--- src/rtl/word_align_pkg.sv ---
// word_align_pkg -- shared types, default sync pattern and phase saturation.
// Rev 1.0
`default_nettype none

package word_align_pkg;

  typedef enum logic [1:0] {
    HUNT   = 2'd0,
    VERIFY = 2'd1,
    LOCKED = 2'd2
  } state_t;

  localparam logic [7:0] SYNC_DEFAULT = 8'hBC;

  function automatic int sat_phase(input int p, input int width);
    return (p >= width) ? width - 1 : p;
  endfunction

endpackage

`default_nettype wire

--- src/rtl/word_align_fsm.sv ---
// word_align_fsm -- hunt/verify/lock sequencer owning the bit phase.
// Rev 1.0
`default_nettype none

module word_align_fsm
  import word_align_pkg::*;
#(
  parameter int WIDTH    = 8,
  parameter int LOCK_CNT = 4,
  localparam int PW      = $clog2(WIDTH),
  localparam int CW      = $clog2(LOCK_CNT + 1)
) (
  input  logic          clk,
  input  logic          rstn,
  input  logic          boundary,
  input  logic          match,
  input  logic          manual,
  input  logic [PW-1:0] phase_in,
  input  logic          realign,
  output logic [PW-1:0] phase,
  output logic          locked
);

  state_t        state, state_n;
  logic [CW-1:0] mcnt, mcnt_n;
  logic [PW-1:0] phase_n, phase_inc;
  logic          pend, pend_n;

  assign phase_inc = (phase == PW'(WIDTH - 1)) ? '0 : phase + PW'(1);
  assign locked    = (state == LOCKED);

  always_ff @(posedge clk) begin
    if (!rstn) begin
      state <= HUNT;
      mcnt  <= '0;
      phase <= '0;
      pend  <= 1'b0;
    end else begin
      state <= state_n;
      mcnt  <= mcnt_n;
      phase <= phase_n;
      pend  <= pend_n;
    end
  end

  always_comb begin
    state_n = state;
    mcnt_n  = mcnt;
    phase_n = phase;
    // A realign request waits for the next word boundary; manual mode drops it.
    pend_n  = (pend | realign) & ~manual;
    if (boundary) begin
      pend_n = 1'b0;
      if (manual) begin
        state_n = HUNT;
        mcnt_n  = '0;
        phase_n = PW'(sat_phase(32'(phase_in), WIDTH));
      end else if (pend | realign) begin
        state_n = HUNT;
        mcnt_n  = '0;
      end else begin
        case (state)
          HUNT: begin
            if (match) begin
              if (LOCK_CNT == 1) begin
                state_n = LOCKED;
              end else begin
                state_n = VERIFY;
              end
              mcnt_n = CW'(1);
            end else begin
              phase_n = phase_inc;
            end
          end
          VERIFY: begin
            if (match) begin
              mcnt_n = mcnt + CW'(1);
              if (int'(mcnt) + 1 >= LOCK_CNT) state_n = LOCKED;
            end else begin
              state_n = HUNT;
              mcnt_n  = '0;
              phase_n = phase_inc;
            end
          end
          LOCKED:  ;
          default: begin
            state_n = HUNT;
            mcnt_n  = '0;
          end
        endcase
      end
    end
  end

endmodule

`default_nettype wire

--- src/rtl/word_aligner.sv ---
// word_aligner -- serial-to-parallel deserialiser with automatic sync alignment.
// Rev 1.0
`default_nettype none

module word_aligner
  import word_align_pkg::*;
#(
  parameter int             WIDTH    = 8,
  parameter logic [WIDTH-1:0] SYNC   = WIDTH'(SYNC_DEFAULT),
  parameter int             LOCK_CNT = 4,
  localparam int            PW       = $clog2(WIDTH)
) (
  input  logic             clk,
  input  logic             rstn,
  input  logic             in,
  input  logic             manual,
  input  logic [PW-1:0]    phase_in,
  input  logic             realign,
  output logic [WIDTH-1:0] data_out,
  output logic             data_valid,
  output logic [PW-1:0]    phase_out,
  output logic             locked,
  output logic             sync_match
);

  // The topmost history bit can never fall inside a window, so it is not stored.
  logic [2*WIDTH-3:0] sr;
  logic [2*WIDTH-2:0] sr_n;
  logic [WIDTH-1:0]   win;
  logic [PW-1:0]      bcnt;
  logic               boundary;
  logic               match;

  assign sr_n     = {sr, in};
  assign win      = sr_n[phase_out +: WIDTH];
  assign boundary = (bcnt == PW'(WIDTH - 1));
  assign match    = (win == SYNC);

  always_ff @(posedge clk) begin
    if (!rstn) begin
      sr         <= '0;
      bcnt       <= '0;
      data_out   <= '0;
      data_valid <= 1'b0;
      sync_match <= 1'b0;
    end else begin
      sr         <= sr_n[2*WIDTH-3:0];
      bcnt       <= boundary ? '0 : bcnt + PW'(1);
      data_valid <= boundary;
      sync_match <= boundary & match;
      if (boundary) data_out <= win;
    end
  end

  word_align_fsm #(
    .WIDTH    (WIDTH),
    .LOCK_CNT (LOCK_CNT)
  ) u_fsm (
    .clk      (clk),
    .rstn     (rstn),
    .boundary (boundary),
    .match    (match),
    .manual   (manual),
    .phase_in (phase_in),
    .realign  (realign),
    .phase    (phase_out),
    .locked   (locked)
  );

endmodule

`default_nettype wire

--- config.mk ---
export PLATFORM = sky130hd
export DESIGN_NAME = word_aligner
export DESIGN_NICKNAME = d
export VERILOG_FILES = /design/src/rtl/word_align_pkg.sv /design/src/rtl/word_align_fsm.sv /design/src/rtl/word_aligner.sv
export SDC_FILE = /design/constraint.sdc
export NUM_CORES = 1
export LEC_CHECK = 0
export ABC_CLOCK_PERIOD_IN_PS = 1950
export CAP_MARGIN = 40
export CORE_ASPECT_RATIO = 1.4
export CORE_MARGIN = 1
export CORE_UTILIZATION = 30
export DETAILED_ROUTE_END_ITERATION = 7
export SLEW_MARGIN = 20
export SYNTH_ARGS = -nofsm -noshare
export SYNTH_HDL_FRONTEND = slang
export SYNTH_SLANG_ARGS = --single-unit
--- constraint.sdc ---
create_clock -name clk -period 1.95 [get_ports clk]
set_input_delay 0.195 -clock clk [delete_from_list [all_inputs] [get_ports clk]]
set_output_delay 0.195 -clock clk [all_outputs]
set_load 0.02 [all_outputs]
==> key figures, run 1 <==
STA
  • WHS: 0.440 ns
  • Fin Clk Skew: ~0.0069 ns
  • Fmax: between 0.4 and 0.5 GHz
  • Setup slack after layout: -0.252 ns
  • Fin crit share: 113%
  • Final Hold Viols: 0
  • RSZ-0062 raised after global routing: true
  • Final setup viols: 9
  • Final setup TNS: -1.66 ns
  • Post-layout min period: approximately 2.2 ns
  • Actual slew at the worst max-slew pin: between 0.4 and 0.5 ns
  • Final count of pins violating max slew: 0
  • Rel. slew slack: 69.8%

Floorplan
  • Die area: between 5000 and 6000 um^2
  • Total core area: approximately 5300 um^2
  • I/O pins: 22
  • Num rows: 31
  • Initial Utilization: 31.7%
  • DIE WIDTH: between 60 and 70 um
  • Die span in y: approximately 90 um

Synth
  • Top-area cell type share of the netlist area: between 40 and 50%
  • Synth Warn #: 0
  • Mapped cell area: 1670 um^2
  • Main synth FF type: dfxtp_1
  • Post-Syn Nets: 164
  • Synth async-reset ratio: 0%
  • Synth area leader: dfxtp_1
  • #FFs+latches synth: 36
  • Library cells used by synthesis: 34
  • Sequential share of the synthesized area: between 40 and 50%
  • Most common library cells after synthesis: 36 x dfxtp_1, 15 x and2_1, 13 x nor2_1, 9 x a211oi_1, 8 x mux2i_1
  • Post-synthesis cell count: approximately 150
  • Ranking of synthesized cells by area: dfxtp_1 43%, mux4_2 9.4%, mux4_1 6.3%
  • Cell with the most instances after synthesis: dfxtp_1
  • Number of enable flip-flop cells after synthesis: 0
  • Synthesized area per cell: about 11 um^2

Setup path
  • Cell family with most CP delay: compound AO/OA/AOI/OAI gates
  • Kind of critical path: register to register
  • WP data required: approximately 2.1 ns
  • Crit path depth: 7
  • CP arrival: 2.39 ns
  • Cells along the critical path: buf_12, mux4_2, mux2i_4, nor4_4, nand4_4, o311a_1, a22o_1
  • CP Capture Type: register
  • Crit-path max FO: 7
  • Worst path buffer plus inverter count: 1
  • CP max-delay cell: mux4_2
  • Crit start category: register
  • CP peak stage delay: 0.39 ns
  • Reg2Reg Depth: 7

Routing
  • WL per Instance: ~14 um
  • Vias: 1337
  • Vias/cell: about 5
  • Antenna-violating nets left: 0
  • DRC Markers: 0
  • Detailed Route WL: roughly 3800 um
  • Drt pass-1 iters: 4
  • Iter 0 DRT Violations: 44

CTS
  • Worst skew pair latency: 0.29 ns
  • Clock transition at the registers of the reported paths: 0.07 ns
  • TritonCTS buffer count: 5
  • # H-tree levels: 2
  • Root buf cell: clkbuf_8
  • Post-CTS Hold Buffers: 0
  • TritonCTS clock tree: yes
  • Total number of clock tree sinks: 36
  • Max clock buf depth: 2

Power and ir drop
  • Pwr Total: between 1500 and 2000 uW
  • PD cells: 657 nW/um^2
  • VDD IR max: approximately 0.40 mV
  • Leakage: 0.000909 uW

Place
  • Placed Area: a little over 2000 um^2
  • Placer congestion estimate: approximately 0.76
  • Buffers on Ports: 21
  • Detailed Place HPWL: between 2000 and 3000 um
  • Placed insts: between 200 and 300

Final layout
  • Fin area: roughly 2400 um^2
  • Synthesis-to-layout area growth: 42.5%
  • Nets: roughly 210
  • N_diodes: 0
  • Non-filler cells, final: approximately 270
  • Share of cells above drive strength 1: approximately a third

GRT
  • Gr usage total: 13.7%
  • Total gr overflow: 0
  • Vias in the first global route: 1359
  • First-pass GRT wire length: 6080 um
  • Largest net degree at the start of global routing: 23
  • Initial antenna violation count: 0

Min path
  • Worst hold path type: register to register
  • Hold depth: 1

Run
  • Max-cap viol count: 0

Outcome
  • Status: complete, but fails checks
  • Failing checks: setup timing
==> stage by stage <==
step / setup slack, ns / utilization, %
floorplan: -0.220 / -
global placement: -0.371 / 39.4
detailed placement: -0.408 / 39.4
CTS: -0.231 / 43.2
global route: -0.342 / 45.2
finish: -0.252 / 45.2
==> sequential cells by signal (all words and copies together), names as in the netlist <==
name and flops:
sync_match 1, u_fsm.mcnt 3, u_fsm.pend 1, data_out 8, u_fsm.state 2, bcnt 3, u_fsm.phase 3, sr 14
data_valid 1
==> path summary, 6_finish.rpt <==
| path | start | to | slack [ns] |
|---|---|---|---|
| worst max-delay path | u_fsm.phase[1] | u_fsm.mcnt[2] | -0.25 |
| worst min register to register | bcnt[0] | bcnt[0] | 0.44 |
| worst max register to register | u_fsm.phase[1] | u_fsm.mcnt[2] | -0.25 |
| worst min-delay path | bcnt[0] | bcnt[0] | 0.44 |
==> where the power goes <==
part           total (uW)  switching (uW)  internal, uW
clock network         712             261           451
logic                 102            46.1          55.9
registers             752            7.66           744
==> layer usage <==
metal,wire length [um],global-route usage [%],up-vias
li1,-,-,656
met1,1570,14.3,657
met2,2070,25.4,18
met3,123,3.41,6
met4,53,4.89,0
met5,0,0,-
==> final cells by class <==
cell class	count	area, um^2
Sequential cell	36	728
Multi-Input combinational cell	100	967
Clock buffer	7	96.3
Tap cell	66	82.6
Inverter	6	22.5
Clock inverter	1	30.0
Fill cell	536	2890
Timing Repair Buffer	51	455
==> kinds of logic after synthesis <==
| family | share of synthesized area [%] |
|---|---|
| AND/OR/NAND/NOR | 15.5 |
| flip-flops | 43.1 |
| AO/OA/AOI/OAI | 11.7 |
| multiplexers | 21.3 |
| buffers and inverters | 4.12 |
| adder cells (fa/ha/maj) | 3.74 |
| XOR/XNOR | 0.524 |
==> placed cells by master, fill, tap and decap left out, types with 3 or more instances in the layout <==
cell type	netlist	routed
ha_1	5	5
mux2i_2	1	5
dfxtp_1	36	34
mux2i_4	0	3
a211oi_1	9	8
clkdlybuf4s50_1	0	21
a21oi_1	3	3
nand2_1	7	7
buf_4	1	27
mux4_2	7	9
and2_1	15	15
clkbuf_8	0	7
nor2_1	13	13
a22o_1	4	4
inv_1	6	6
==> repair_timing <==
item / in CTS / in global routing
pin swaps: 0 / 2
endpoints found under the setup margin: 8 / 9
cloned: 0 / 0
setup buffers: 5 / 4
resized for setup: 11 / 12
Note: power is estimated with default switching activity, not from simulation.
==> run 2: changes to the inputs <==
Settings changed: ABC_AREA from default to 0.
==> results of run 2 <==
The final DEF is identical to that of run 1; final timing and power are the same.
